`src/rtl/serial_adder.sv`:
```
// ---------------------------------------------------------------------------
// serial_adder
//   Bit-serial, LSB-first adder: sum = (a + b + cin) mod 2^WIDTH, cout = carry
//   out of the MSB. One full-adder cell and a carry flip-flop process one bit
//   per clock. Handshake: start accepted while idle or on the done cycle,
//   busy high for WIDTH cycles, then a one-cycle done pulse with the result.
//
// Ports
//   clk    in   system clock, rising edge
//   rst_n  in   asynchronous active-low reset
//   start  in   launch request (ignored while busy)
//   a, b   in   WIDTH-bit operands, captured on the accepted start cycle
//   cin    in   carry-in, captured on the accepted start cycle
//   busy   out  high while bits are being processed
//   done   out  one-cycle pulse, sum/cout hold the new result
//   sum    out  registered WIDTH-bit result
//   cout   out  registered carry-out
// ---------------------------------------------------------------------------
module serial_adder #(
  parameter int WIDTH = 8
) (
  input  logic             clk,
  input  logic             rst_n,
  input  logic             start,
  input  logic [WIDTH-1:0] a,
  input  logic [WIDTH-1:0] b,
  input  logic             cin,
  output logic             busy,
  output logic             done,
  output logic [WIDTH-1:0] sum,
  output logic             cout
);

  localparam int CW = $clog2(WIDTH);

  typedef enum logic [1:0] {
    S_IDLE = 2'd0,
    S_RUN  = 2'd1,
    S_DONE = 2'd2
  } state_t;

  state_t           state_reg, state_next;
  logic [WIDTH-1:0] a_sr_reg, b_sr_reg, res_sr_reg, sum_reg;
  logic             carry_reg, cout_reg;
  logic [CW-1:0]    cnt_reg;

  logic             accept;
  logic             bit_s, bit_c;
  logic             last_bit;
  logic [WIDTH-1:0] res_shifted;

  // Single full-adder cell working on the current LSBs.
  assign bit_s       = a_sr_reg[0] ^ b_sr_reg[0] ^ carry_reg;
  assign bit_c       = (a_sr_reg[0] & b_sr_reg[0]) | (carry_reg & (a_sr_reg[0] ^ b_sr_reg[0]));
  // Result bits enter at the MSB, so after WIDTH shifts bit 0 sits at bit 0.
  assign res_shifted = {bit_s, res_sr_reg[WIDTH-1:1]};
  assign last_bit    = (cnt_reg == CW'(WIDTH - 1));

  assign sum  = sum_reg;
  assign cout = cout_reg;

  // State register
  always_ff @(posedge clk or negedge rst_n) begin
    if (!rst_n) begin
      state_reg <= S_IDLE;
    end else begin
      state_reg <= state_next;
    end
  end

  // Next-state and handshake outputs
  always_comb begin
    state_next = state_reg;
    accept     = 1'b0;
    busy       = 1'b0;
    done       = 1'b0;
    case (state_reg)
      S_IDLE: begin
        if (start) begin
          accept     = 1'b1;
          state_next = S_RUN;
        end
      end
      S_RUN: begin
        busy = 1'b1;
        if (last_bit) begin
          state_next = S_DONE;
        end
      end
      S_DONE: begin
        done = 1'b1;
        // Back-to-back launch is accepted exactly as from idle.
        if (start) begin
          accept     = 1'b1;
          state_next = S_RUN;
        end else begin
          state_next = S_IDLE;
        end
      end
      default: begin
        state_next = S_IDLE;
      end
    endcase
  end

  // Datapath: operand shifters, carry FF, bit counter and result registers
  always_ff @(posedge clk or negedge rst_n) begin
    if (!rst_n) begin
      a_sr_reg   <= '0;
      b_sr_reg   <= '0;
      res_sr_reg <= '0;
      sum_reg    <= '0;
      carry_reg  <= 1'b0;
      cout_reg   <= 1'b0;
      cnt_reg    <= '0;
    end else if (accept) begin
      a_sr_reg  <= a;
      b_sr_reg  <= b;
      carry_reg <= cin;
      cnt_reg   <= '0;
    end else if (busy) begin
      a_sr_reg   <= a_sr_reg >> 1;
      b_sr_reg   <= b_sr_reg >> 1;
      carry_reg  <= bit_c;
      res_sr_reg <= res_shifted;
      if (last_bit) begin
        // Publish on the edge entering DONE; held until the next completion.
        sum_reg  <= res_shifted;
        cout_reg <= bit_c;
      end else begin
        cnt_reg <= cnt_reg + CW'(1);
      end
    end
  end

endmodule

```
`config.mk`:
```
export PLATFORM = sky130hd
export DESIGN_NAME = serial_adder
export DESIGN_NICKNAME = d
export VERILOG_FILES = /design/src/rtl/serial_adder.sv
export SDC_FILE = /design/constraint.sdc
export NUM_CORES = 1
export LEC_CHECK = 0
export BUFFER_PORTS_ARGS = -buffer_cell sky130_fd_sc_hd__clkbuf_2
export CORE_MARGIN = 2
export CORE_UTILIZATION = 45
export CTS_CLUSTER_DIAMETER = 60
export CTS_CLUSTER_SIZE = 10
export DETAILED_ROUTE_END_ITERATION = 10
export PLACE_DENSITY = 0.74
export SLEW_MARGIN = 20
export SYNTH_ARGS = -nofsm -noshare
export SYNTH_HDL_FRONTEND = slang
export SYNTH_SLANG_ARGS = --single-unit
```
`constraint.sdc`:
```
create_clock -name clk -period 2 [get_ports clk]
set_input_delay 0.1 -clock clk [delete_from_list [all_inputs] [get_ports clk]]
set_output_delay 0.1 -clock clk [all_outputs]
set_load 0.02 [all_outputs]
```
### Word level (Yosys, flattened, before mapping)

Index checks and enable logic that the tools add are counted.

* logic and storage cells: 45
* flip-flop bits (word level): 39
* input port bits: 20
* output and inout bits: 11

* bitwise logic cells: 6
* reduce and logical (&&, ||, !) cells: 7
* equal/unequal tests: 6
* multiplexer cells: 17
* add/subtract/negate cells: 1

Operators with widths (count)
* 2-to-1 mux 8 bit: 4
* 2-to-1 mux 3 bit: 3
* 2-to-1 mux 1 bit: 7
* inequality test 2 bit, second input constant: 3
* one-hot mux 2 bit (3 select lines): 1
* AND reduction 2 bit: 3
* 2-to-1 mux 2 bit: 2
* adder 3 x 1 -> 3 bit, second input constant: 1
* == test 3 bit, second input constant: 1
* AND reduction 3 bit: 1
* AND 1 bit: 2
* == test 2 x 1 -> 1 bit, second input constant: 1
* == test 2 bit, second input constant: 1
* zero test 2 bit: 1
* nonzero test 2 bit: 1
* OR reduction 2 bit: 1
* bitwise XOR 1 bit: 2
* NOT 1 bit: 1
* bitwise OR 1 bit: 1

### Logic depth before layout (Yosys ltp)

Gate-level depths: netlist (run 1).

* word-level depth: 5
* mapped depth: 6
* mapped depth without buffers: 5

### Worst setup path after synthesis (run 1)

No wires, ideal clock.

* path type: reg2reg
* start: register cnt_reg[0]
* end: register cnt_reg[0]
* arrival: 1.369 ns
* buffers on the path: 0
* stages on the path, launching flop included: 6
* setup slack: 0.507 ns
* library setup time: 0.124 ns
* cell sequence: dfrtp_1 -> ha_1 -> ha_1 -> or2_2 -> a21oi_1 -> a21oi_1

* longest elaborated chain between the ends: 4
* elaborated cells between the ends (all ways): 7
* those cells by class: add/sub (1); eq/ne (2); mux (3); reduce/logical (1)

RTL lines
* start, declared: line 45 `logic [CW-1:0] cnt_reg;`
* start signal, assigned: line 131 `cnt_reg <= cnt_reg + CW'(1);`
* adder 3 x 1 -> 3 bit: line 131
* 2-to-1 mux 3 bit: line 126 `if (last_bit) begin`
* 2-to-1 mux 3 bit: line 121 `end else if (busy) begin`
* 2-to-1 mux 3 bit: line 116 `end else if (accept) begin`

Several ways; a longest one is shown, not always the timed one. The select of a mux whose other input is x is not followed.
A chain may end at the register's enable or synchronous reset.

### Final worst setup path (run 1)

Ends and elaborated chain as after synthesis.

==> flow_summary.toml, run 1 <==
[outcome]
outcome = "complete, no violations"

[sta]
fmax_mhz = 601
setup_viol = 0
fin_crit_ns = 1.67
timing.final.hold_violations = 0
relSlewSlack_pct = 39.2
final.period_utilization_pct = 83.3
max_slew.worst_pin.slew_ns = 0.911
timing.hold.ws_ns = 0.0346
rsz0062_at_grt = "false"
fin_skew_ns = 0.00382
tns_ns = 0
slew_violations = 0

[setup_path]
critPathMaxFanout = 3
crit_start = "cnt_reg[0]"
critPathKind = "register to register"
crit_required_ns = 2.17
crit_path_start_kind = "register"
r2r_start = "cnt_reg[0]"
cp_data_arrival_time_ns = 1.83
rr_worst_depth = 5
critPathCaptureType = "register"

[synth]
yosysSeqAreaShare_pct = 55.7
synth_nets = 175
synthTopCellsByArea = "dfrtp_1 (56%), mux2_4 (7.9%), nand2_1 (5.1%)"
async_reset_ff_share_pct = 100
synthCells = 152
synth_top_area_share_pct = 55.7
synth_warnings = 0
ys_types = 25
syn-cell-area_sq_um = 1710
synth_area_per_cell_sq_um = 11.2
ys_ff_latch = 38
synth-edff-count = 0
synth_top_area_cell = "dfrtp_1"
synth-main-ff-cell = "dfrtp_1"

[power]
power_density_nw_per_um2 = 1590
finalPower_mw = 3.12
power.leakage_nw = 1.02
ir_worst_vdd_v = 0.000709

[finish]
final_layout_size_suffix_gt1_share_pct = 28.3
fin_area_sq_um = 1970
antennaDiodeCount = 0
nNetsFinal = 207
final_common_cell = "dfrtp_1"
areaGrowthSynthToFinish_pct = 15.2
layout_common_cells = "dfrtp_1 (38), clkbuf_2 (30), nand2_1 (23)"

[placed_design]
io_buffers = 30
dpl.hpwl_mm = 2.28
placed_cell_area_sq_um = 1880
routabilityCongestion = 0.725

[floorplan]
die_h_microns = 65.6
core_sq_um = 3660
io_pins = 31
dieArea_sq_um = 4300
start_util_pct = 46.6
rows = 22
die_w_microns = 65.6

[route]
routed_wl_mm = 3.11
wire_per_inst_microns = 13.4
drc = 0
via_per_inst = 5.19
dr.pass1.iters = 4
ant_nets = 0
vias = 1205
drtIter0Drc = 28

[hold_path]
hp-start = "b[7]"
worstHoldPathCells = 2
hp-class = "input port to register"

[grt]
grt_usage_pct = 17.2
grt_pass1_wl_mm = 5.59
grt.overflow.total = 0
grt_pass1_vias = 1302
antenna_found_initial = 0
grt_max_degree = 39

[clock_network]
post_cts_resized = 0
h-tree-depth = 2
clock-sinks = 38
clock_latency_ns = 0.29
clockRootBuffer = "clkbuf_8"
cts_max_path_buffers = 2
cts_buffers = 5
cts_tree = "yes"
clkTransAtPathRegs_ns = 0.07

[flow_run]
drv_cap = 0
-- synth_stat cells, drive strengths merged, types with 3 or more instances --
| cell | n |
|---|---|
| mux2 | 9 |
| nand3 | 7 |
| a211oi | 3 |
| nand2 | 24 |
| inv | 13 |
| dfrtp | 38 |
| mux2i | 4 |
| a21oi | 17 |
| o22ai | 11 |
| buf | 7 |
| nor2b | 5 |
-- repair_timing --
action,4_1_cts,5_1_grt
hold endpoints to repair,38,0
setup buffers,0,0
hold buffers,1,0
-- report_power, final --
group | total [mW] | internal [mW] | switching (mW)
combinational | 1.28 | 0.580 | 0.697
sequential | 1.36 | 1.12 | 0.241
clock | 0.481 | 0.233 | 0.247
-- stage by stage --
step	setup slack [ns]	std cells	util (%)
3_3_place_gp	0.465	224	51.3
3_5_place_dp	0.330	224	51.3
2_1_floorplan	0.507	152	-
6_report	0.335	232	53.7
4_1_cts	0.321	232	53.7
5_1_grt	0.232	232	53.7
-- critical path, cell delays in order, from the launching register on --
cell	delay, ns
dfrtp_1	0.41
ha_1	0.22
ha_1	0.27
or2_2	0.34
a21oi_1	0.22
a21oi_1	0.10
-- per-layer routing --
metal	part of all wire (%)	track usage (%)
met5	0	0
met4	1.6	8.07
met3	5.4	5.31
met2	50	29.1
met1	43	19.9
-- cells by family (layout without fill, tap and decap cells) --
group | after synthesis | count (layout) | share of synthesized area (%)
buffers and inverters | 21 | 53 | 6.74
muxes | 13 | 13 | 10.3
AOI/OAI and AO/OA | 36 | 36 | 12.5
adders and majority gates | 3 | 3 | 2.64
and+or+nand+nor | 41 | 41 | 12.1
DFF | 38 | 38 | 55.7
-- final cells by class --
class	instances	area (sq um)
Fill cell	329	1690
Sequential cell	38	951
Multi-Input combinational cell	93	641
Timing Repair Buffer	33	175
Clock buffer	5	68.8
Inverter	13	61.3
Tap cell	48	60.1
Clock inverter	2	10.0
-- path summary, 6_finish.rpt --
kind / end / slack [ns]
min: b_sr_reg[7] / 0.03
min in group asynchronous: cout / 0.48
max: cnt_reg[0] / 0.33
max reg2reg: cnt_reg[0] / 0.33
min reg2reg: res_sr_reg[1] / 0.47
max in group asynchronous: a_sr_reg[1] / 0.96
(Power assumes the default switching activity.)
==> run 2, diff against run 1 <==
--- a/config.mk
+++ b/config.mk
@@ -11,7 +11,7 @@
 export CTS_CLUSTER_DIAMETER = 60
 export CTS_CLUSTER_SIZE = 10
 export DETAILED_ROUTE_END_ITERATION = 10
-export PLACE_DENSITY = 0.74
+export PLACE_DENSITY = 0.76
 export SLEW_MARGIN = 20
 export SYNTH_ARGS = -nofsm -noshare
 export SYNTH_HDL_FRONTEND = slang
==> constraint.sdc (replaced) <==
create_clock -name clk -period 1.5 [get_ports clk]
set_input_delay 0.075 -clock clk [delete_from_list [all_inputs] [get_ports clk]]
set_output_delay 0.075 -clock clk [all_outputs]
set_load 0.02 [all_outputs]
==> flow_summary.toml, run 2 (synthesis results as in run 1) <==
[route]
drtIter0Drc = 57
wire_per_inst_microns = 13.0
vias = 1197
ant_nets = 0
dr.pass1.iters = 5
routed_wl_mm = 3.10
via_per_inst = 5.01
drc = 0

[setup_path]
max_stage_delay_ns = 0.40
cp_data_arrival_time_ns = 1.61
critPathKind = "register to register"
crit_path_start_kind = "register"
critPathCaptureType = "register"
crit_required_ns = 1.66
crit_slowest_cell = "dfrtp_1"
crit_buf_inv = 1
critPathMaxFanout = 10
worstPathCellList = "ha_2 > ha_1 > buf_4 > nand2_8 > mux2_4"
critPathTopFamily = "flip-flops"

[clock_network]
cts_max_path_buffers = 2
clock_latency_ns = 0.27
h-tree-depth = 2
clkTransAtPathRegs_ns = 0.07
cts_tree = "yes"
clockRootBuffer = "clkbuf_8"
cts_buffers = 5
clock-sinks = 38

[outcome]
outcome = "complete, no violations"

[finish]
antennaDiodeCount = 0
areaGrowthSynthToFinish_pct = 20.0
regArea_sq_um = 951
final_common_cell = "dfrtp_1"
nFillCells = 326
final_util_pct = 55.9
final_layout_size_suffix_gt1_share_pct = 30.9
multi_input_area_sq_um = 647
nNetsFinal = 214
layout_common_cells = "dfrtp_1 (38), clkbuf_2 (30), nand2_1 (23)"

[floorplan]
io_pins = 31
core_sq_um = 3660
rows = 22
die_h_microns = 65.6
dieArea_sq_um = 4300
die_w_microns = 65.6
start_util_pct = 46.6

[sta]
rsz0062_at_grt = "false"
setup_viol = 0
slew_violations = 0
max_slew.worst_pin.slew_ns = 0.501
final.period_utilization_pct = 96.7
fmax_mhz = 689
relSlewSlack_pct = 66.6
tns_ns = 0
fin_crit_ns = 1.45
fin_skew_ns = 0.00453
timing.final.hold_violations = 0

[power]
power.leakage_nw = 1.05
power_density_nw_per_um2 = 2090
ir_worst_vdd_v = 0.000837

[grt]
grt_pass1_wl_mm = 5.22
antenna_found_initial = 0
grt_max_degree = 22
grt_usage_pct = 16.0
grt.overflow.total = 0
grt_pass1_vias = 1138

[hold_path]
hp-class = "input port to register"

[placed_design]
io_buffers = 30
dpl.hpwl_mm = 2.23
routabilityCongestion = 0.865

[flow_run]
drv_cap = 0
==> run 2: area by class of cell <==
| type | instances | share of cell area (%) |
|---|---|---|
| Clock buffer | 7 | 3.73 |
| Inverter | 13 | 2.99 |
| Multi-Input combinational cell | 93 | 31.6 |
| Sequential cell | 38 | 46.4 |
| Tap cell | 48 | 2.93 |
| Timing Repair Buffer | 40 | 12.3 |
==> run 2: worst register-to-register path, stage by stage, from the launching register on <==
cell and delay [ns]:
dfrtp_1 0.40, ha_2 0.19, ha_1 0.18, buf_4 0.15, nand2_8 0.11, mux2_4 0.31
==> run 2: metal layers <==
metal | vias to the layer above | part of all wire (%) | track usage, %
met4 | 0 | 1.2 | 4.95
met2 | 34 | 46 | 24.2
met3 | 4 | 4.6 | 4.79
li1 | 591 | - | -
met5 | - | 0 | 0
met1 | 568 | 48 | 22.3
==> run 2: where the power goes <==
part / internal [mW] / leakage [nW] / switching [mW] / total, mW
Clock: 0.320 / 0.0383 / 0.310 / 0.630
Sequential: 1.50 / 0.464 / 0.321 / 1.82
Combinational: 0.882 / 0.550 / 0.949 / 1.83
==> run 2: worst paths after layout <==
path / from / end / slack, ns / cells after the start
worst max-delay path: cnt_reg[0] / sum[4] / 0.05 / 5
worst min-delay path: b[7] / b_sr_reg[7] / 0.02 / 2
worst max register to register: cnt_reg[0] / sum[4] / 0.05 / 5
worst min register to register: res_sr_reg[1] / res_sr_reg[1] / 0.48 / 2
max in group asynchronous: rst_n / b_sr_reg[1] / 0.73 / 3
min in group asynchronous: rst_n / b_sr_reg[0] / 0.29 / 2
==> run 2: repair_timing <==
item	4_1_cts	5_1_grt
hold endpoints to repair	17	0
endpoints found under the setup margin	0	11
hold buffers	1	0
setup buffers	0	2
gates resized for setup	0	2
==> run 2: per-stage QoR <==
stage | setup WS, ns | area (sq um) | instances | total power [mW] | hold WS [ns]
finish | 0.0492 | 2050 | 239 | 4.28 | 0.0236
global route | 0.0114 | 2050 | 239 | 4.64 | 0.0232
CTS | 0.0118 | 2030 | 237 | 4.27 | 0.0143
detailed placement | 0.0230 | 1940 | 229 | 3.63 | 0.0648
global placement | 0.0561 | 1940 | 229 | 3.56 | 0.0637
floorplan | 0.00687 | 1710 | 152 | 3.14 | -0.221
